==> config.mk <==
export PLATFORM = sky130hd
export DESIGN_NAME = vga_timing_gen
export DESIGN_NICKNAME = d
export VERILOG_FILES = /design/src/rtl/vga_timing_gen.sv
export SDC_FILE = /design/constraint.sdc
export NUM_CORES = 1
export LEC_CHECK = 0
export CORE_MARGIN = 2
export CORE_UTILIZATION = 40
export DETAILED_ROUTE_END_ITERATION = 8
export GPL_ROUTABILITY_DRIVEN = 0
export PLACE_DENSITY = 0.7
export SYNTH_ARGS = -nofsm -noshare
export SYNTH_HDL_FRONTEND = slang
export SYNTH_SLANG_ARGS = --single-unit
==> constraint.sdc <==
create_clock -name clk -period 6.5 [get_ports clk]
set_clock_uncertainty 0.1 [all_clocks]
set_input_delay 0.65 -clock clk [delete_from_list [all_inputs] [get_ports clk]]
set_output_delay 0.65 -clock clk [all_outputs]
set_load 0.1 [all_outputs]
==> src/rtl/vga_timing_gen.sv <==
// VGA raster timing: pixel-enable prescaler, h/v counters and registered sync/display decode.
// Optional blink strobe built only when VGA_TIMING_STROBE_EN is defined; otherwise strobe is tied low.
module vga_timing_gen #(
  parameter int CLK_DIV       = 4,
  parameter int H_VISIBLE     = 640,
  parameter int H_FRONT       = 16,
  parameter int H_SYNC        = 96,
  parameter int H_BACK        = 48,
  parameter int V_VISIBLE     = 480,
  parameter int V_FRONT       = 10,
  parameter int V_SYNC        = 2,
  parameter int V_BACK        = 33,
  parameter int SYNC_POL      = 0,
  parameter int STROBE_FRAMES = 30
) (
  input  logic       clk,
  input  logic       reset,
  output logic       enable,
  output logic       hsync,
  output logic       vsync,
  output logic       display_area,
  output logic [9:0] pixel_x,
  output logic [9:0] pixel_y,
  output logic       frame_start,
  output logic       strobe
);

  localparam int H_TOTAL = H_VISIBLE + H_FRONT + H_SYNC + H_BACK;
  localparam int V_TOTAL = V_VISIBLE + V_FRONT + V_SYNC + V_BACK;
  localparam int PW      = (CLK_DIV > 2) ? $clog2(CLK_DIV) : 1;

  localparam logic [PW-1:0] PRE_LAST = PW'(CLK_DIV - 1);
  localparam logic [9:0] H_LAST   = 10'(H_TOTAL - 1);
  localparam logic [9:0] V_LAST   = 10'(V_TOTAL - 1);
  localparam logic [9:0] H_VIS    = 10'(H_VISIBLE);
  localparam logic [9:0] V_VIS    = 10'(V_VISIBLE);
  localparam logic [9:0] HS_START = 10'(H_VISIBLE + H_FRONT);
  localparam logic [9:0] HS_END   = 10'(H_VISIBLE + H_FRONT + H_SYNC);
  localparam logic [9:0] VS_START = 10'(V_VISIBLE + V_FRONT);
  localparam logic [9:0] VS_END   = 10'(V_VISIBLE + V_FRONT + V_SYNC);
  localparam logic       ACT      = (SYNC_POL != 0);

  logic [PW-1:0] prescaler;
  logic [9:0]    h_count, v_count;
  logic [9:0]    h_next, v_next;
  logic          h_wrap, v_wrap;

  assign h_wrap  = (h_count == H_LAST);
  assign v_wrap  = (v_count == V_LAST);
  assign pixel_x = h_count;
  assign pixel_y = v_count;

  always_comb begin
    h_next = h_count + 10'd1;
    v_next = v_count;
    if (h_wrap) begin
      h_next = '0;
      v_next = v_wrap ? '0 : v_count + 10'd1;
    end
  end

  // enable is registered off the prescaler wrap, so it lands in clks CLK_DIV, 2*CLK_DIV, ...
  always_ff @(posedge clk or posedge reset) begin
    if (reset) begin
      prescaler <= '0;
      enable    <= 1'b0;
    end else begin
      prescaler <= (prescaler == PRE_LAST) ? '0 : prescaler + PW'(1);
      enable    <= (prescaler == PRE_LAST);
    end
  end

  // Counters and decodes move together on the edge that closes an enable cycle,
  // so everything a downstream stage samples under enable is mutually consistent.
  always_ff @(posedge clk or posedge reset) begin
    if (reset) begin
      h_count      <= H_LAST;
      v_count      <= V_LAST;
      display_area <= 1'b0;
      hsync        <= ~ACT;
      vsync        <= ~ACT;
      frame_start  <= 1'b0;
    end else begin
      frame_start <= enable && h_wrap && v_wrap;
      if (enable) begin
        h_count      <= h_next;
        v_count      <= v_next;
        display_area <= (h_next < H_VIS) && (v_next < V_VIS);
        hsync        <= (h_next >= HS_START && h_next < HS_END) ? ACT : ~ACT;
        vsync        <= (v_next >= VS_START && v_next < VS_END) ? ACT : ~ACT;
      end
    end
  end

`ifdef VGA_TIMING_STROBE_EN
  localparam logic [7:0] SF_LAST = 8'(STROBE_FRAMES - 1);
  logic [7:0] frame_cnt;

  always_ff @(posedge clk or posedge reset) begin
    if (reset) begin
      frame_cnt <= '0;
      strobe    <= 1'b0;
    end else if (enable && h_wrap && v_wrap) begin
      if (frame_cnt == SF_LAST) begin
        frame_cnt <= '0;
        strobe    <= ~strobe;
      end else begin
        frame_cnt <= frame_cnt + 8'd1;
      end
    end
  end
`else
  assign strobe = 1'b0;
`endif

endmodule

Yosys cells after proc, flatten, opt, wreduce, memory -nomap -nowiden

Cells that the tools add are included.

Divide/modulo/power cells: 0
Shifts and indexed selects: 0
Equal/unequal tests: 3
Multiply operators: 0
Multiplexer cells: 6
Order comparisons: 6
Bitwise operators: 0
$add $sub $neg: 3
Reduce and logical (&&, ||, !) cells: 5

Operator list:

| cell                                                 | number |
|---|---|
| 2-to-1 mux 10 bit                                    | 3 |
| adder 10 x 1 -> 10 bit, second input constant        | 2 |
| equality test 10 bit, second input constant          | 2 |
| < comparator 10 bit, second input constant           | 2 |
| < comparator 10 x 9 -> 1 bit, second input constant  | 2 |
| >= comparator 10 bit, second input constant          | 1 |
| >= comparator 10 x 9 -> 1 bit, second input constant | 1 |
| logical AND 1 bit                                    | 5 |
| adder 2 x 1 -> 2 bit, second input constant          | 1 |
| equality test 2 bit, second input constant           | 1 |
| 2-to-1 mux 1 bit                                     | 2 |
| 2-to-1 mux 2 bit                                     | 1 |

Output and inout port bits: 26
Register bits: 27
Memory bits (read-only): 0
Bits in writable memories: 0
Bits of input ports: 2
Logic and storage cells: 31
Memories: 0
Latch bits: 0

Logic depth before layout (Yosys ltp)

Word-level depth: 6
Mapped depth: 8
Gate-level depth less buffers: 6

Least setup slack after synthesis

No wires, ideal clock.

Kind: flip-flop to flip-flop
Start: register h_count[0] (netlist: pixel_x[0])
End: register v_count[4] (netlist: pixel_y[4])
Library setup time: 70 ps
Clock period less this slack: 2632 ps
Buffers on the path: 0
Cell stages (with the launch flop): 7
Arrival: 2463 ps
Data required time: 6330 ps
Path slack: 3868 ps
Cells stage by stage: dfstp_2 ha_1 nand4_4 nor3_4 nand2_2 or4_1 nand2_1

Word-level cells in the longest chain between the ends: 2

RTL lines:

| item                     | RTL line | text |
|---|---|---|
| start: declaration       | 44       | `logic [9:0] h_count, v_count;` |
| start signal: assignment | 86       | `h_count <= h_next;` |
| equality test 10 bit     | 48       | `assign h_wrap = (h_count == H_LAST);` |
| 2-to-1 mux 10 bit        | 56       | `if (h_wrap) begin` |
| end signal: assignment   | 87       | `v_count <= v_next;` |
| end: declaration         | 44       |  |

No other way between the ends.
A chain may end at the register's enable or synchronous reset.

Worst setup path after layout

Start: register enable
End: output enable

RTL lines:

| item                     | RTL line | text |
|---|---|---|
| start: declaration       | 18       | `output logic enable,` |
| start signal: assignment | 69       | `enable <= (prescaler == PRE_LAST);` |

No word-level cell between the ends.

==> summary.txt <==
Run status
  – Status: completed

Detailed routing
  – Post-route DRC: 0
  – Drt wl/cell: between 10 and 15 um
  – Vias/cell: 5.628
  – TritonRoute pass-1 iters: 4
  – DRT iter0 DRCs: 77
  – ANT nets after route: 0
  – DRT Wirelength: between 3000 and 4000 um
  – Vias: 1452

Timing
  – Min cycle time layout: 3.186 ns
  – Final setup viols: 0
  – Final Hold Vio Count: 0
  – Fin Setup TNS: 0 ns
  – Worst slew pin tran: around 1.0 ns
  – RSZ-0062 raised after global routing: no
  – Fmax: approximately 310 MHz
  – Fin crit share: around half
  – Hold_ws: 0.3386 ns
  – Final Max Slew Viols: 0
  – Relative slew margins: between 30% and 40%

Worst setup path
  – Max FO, Critical Path: 25
  – Reg2reg start: pixel_x[0]
  – FF-to-FF setup slack: 3.83 ns
  – Reg2reg end: pixel_y[4]
  – CP max stage delay: 1.27 ns
  – Critical Path Source Type: flip-flop
  – Crit Path Class: reg2out
  – CP required: ~5.8 ns
  – CP Capture Type: output port
  – FF-to-FF path depth: 6
  – Critical path buffers and inverters: 1
  – CP arrival: 2.44 ns
  – Critical path's slowest cell: clkdlybuf4s50_1
  – Critical Path, Cell by Cell: clkdlybuf4s50_1
  – Delay-heaviest family, CP: buffers and inverters

Clocking
  – Worst-path clk slew: 0.09 ns
  – CTS tree: done
  – # resized after CTS: 0
  – # H-tree levels: 1
  – Postcts setup bufs: 0
  – CTS buffer count: 3
  – Hold_buf cts: 0
  – Clk buf depth: 2
  – CTS sink count: 27
  – Worst skew pair latency: 0.27 ns
  – Root Driver: clkbuf_8

Logic synthesis
  – Gate Count Post-Synth: between 150 and 200
  – Xor/xnor cell area share of the yosys netlist: between 2 and 3%
  – Main combinational cell family by area after synthesis: simple AND/OR/NAND/NOR gates
  – Fraction of synthesized area in multiplexers: 3.127%
  – Post-Syn Nets: about 190
  – Top FF cell, synth: dfrtp_1
  – Post-synth EDFFs: 0
  – Synthesized area: around 0.0018 mm^2
  – Post-Synth Adder-Cell Area: 2.843%
  – Register bit total from synthesis: 27
  – Avg Cell Area, Syn: roughly 9.5 um^2
  – Netlist cell types: between 50 and 60
  – Simple-gate share of the synthesized area: about a quarter
  – Sequential fraction of the synthesis area: between 30% and 40%
  – Compound-Gate Fraction of Synth Area: about a fifth
  – Post-synth ARST share: 100.0%
  – Yosys warnings: 0

Worst hold path
  – Hold wc startpoint: prescaler[0]
  – Worst hold path stage count: 1
  – WHS Endpoint: prescaler[0]
  – Hold crit path type: reg2reg

Floorplan
  – Die area: between 0.004 and 0.005 mm^2
  – Die X-Extent: ~70 um
  – I/O pin total: 28
  – Starting Density: about two fifths
  – FP Rows: 24
  – Die Y-Extent: ~70 um
  – Core area: between 0.004 and 0.005 mm^2

Power
  – Post-layout power: 269.7 uW
  – Peak supply drop: 0.07820 mV
  – PwrDens: 131.3 mW/mm^2
  – Leak Pwr: 0.7886 nW

Run
  – Max_cap viols: 0

Global route
  – First-pass GRT wire length: around 6400 um
  – Pin count of the biggest net entering global routing: 28
  – Initial antenna violation count: 0
  – Vias in the first global route: roughly 1400
  – GRT overflow: 0
  – Global Route Usage Sum: about 16%

Cells and area
  – Area of the multi-input gates: around 960 um^2
  – Ant diodes: 0
  – FF+latch area: 690.7 um^2
  – Area Growth Syn to Fin: 16.70%
  – Fraction of layout cells with a size suffix above 1: between 10% and 20%
  – NumNets Final: approximately 210
  – Fillers: 429

Placement
  – HPWL Detailed: between 2000 and 3000 um
  – I/O Buffers: 26
[synthesized netlist by cell type, types with 4 or more instances]
| cell type | n | area, um^2 |
|---|---|---|
| nand2_1 | 17 | 63.81 |
| o21ai_0 | 16 | 80.08 |
| dfrtp_1 | 15 | 375.4 |
| dfstp_2 | 12 | 315.3 |
| nor2_1 | 12 | 45.04 |
| nand3_1 | 10 | 50.05 |
| inv_1 | 9 | 33.78 |
| nand4_1 | 6 | 37.54 |
| xnor2_1 | 6 | 52.55 |
| a31oi_1 | 5 | 31.28 |
| o31ai_1 | 5 | 37.54 |
| a21oi_1 | 4 | 20.02 |
| and2_1 | 4 | 25.02 |
| buf_6 | 4 | 45.04 |
| ha_1 | 4 | 50.05 |
| mux2_2 | 4 | 45.04 |
[layout by cell type, fill, tap and decap left out, drive strengths merged, types with 5 or more instances in the layout]
cell / instances
nor2: 12
dfrtp: 15
nand3: 10
dfstp: 12
clkdlybuf4s50: 26
inv: 9
a31oi: 6
a21oi: 5
o31ai: 5
xnor2: 6
nand2: 18
nand4: 7
o21ai: 16
[area by class of cell]
class                      instances  area share [%]
tap                               52           3.167
multi-input combinational        140           46.71
timing repair buffer              26           12.67
sequential                        27           33.62
clock buffer                       4           2.192
inverter                           9           1.644
[worst max-delay path by stage]
| stage | from | endpoint | slack (ns) | depth (start not counted) |
|---|---|---|---|---|
| 6_report | enable | enable | 3.31 | 1 |
| 5_1_grt | enable | enable | 3.20 | 1 |
| 4_1_cts | enable | enable | 3.30 | 1 |
| 3_5_place_dp | enable | enable | 3.60 | 1 |
| 3_3_place_gp | enable | enable | 3.63 | 1 |
| 2_1_floorplan | pixel_x[0] | pixel_y[4] | 3.87 | 6 |
[flip-flops by register name (all words and copies together) (netlist names)]
signal / flops
display_area: 1
pixel_x: 10
hsync: 1
pixel_y: 10
prescaler: 2
enable: 1
vsync: 1
frame_start: 1
[per-layer routing]
layer	global-route usage, %	vias up	share of wire [%]
met5	0	-	0
met2	25.79	24	47
li1	-	721	-
met1	21.29	702	50
met3	1.732	5	2.5
met4	5.769	0	1.4
[logic make-up after synthesis]
kind of cell	after synthesis
adders and majority gates	4
DFF	27
xor gates and xnor gates	6
buffers and inverters	19
other	1
AOI/OAI and AO/OA	47
muxes	5
and+or+nand+nor	77
[where the power goes]
part           total, mW  switching, mW  leakage [nW]  internal [mW]
Clock             0.0953         0.0513        0.0228         0.0440
Combinational    0.00619        0.00564         0.441       0.000551
Sequential         0.168              0         0.325          0.168
[per-stage QoR]
step | area (um^2) | setup WS [ns] | utilization [%] | instances
floorplan | 1760 | 3.868 | - | 186
global placement | 2009 | 3.628 | 46.79 | 254
detailed placement | 2009 | 3.605 | 46.79 | 254
CTS | 2054 | 3.299 | 47.84 | 258
global route | 2054 | 3.203 | 47.84 | 258
finish | 2054 | 3.315 | 47.84 | 258
(Power assumes the default switching activity.)
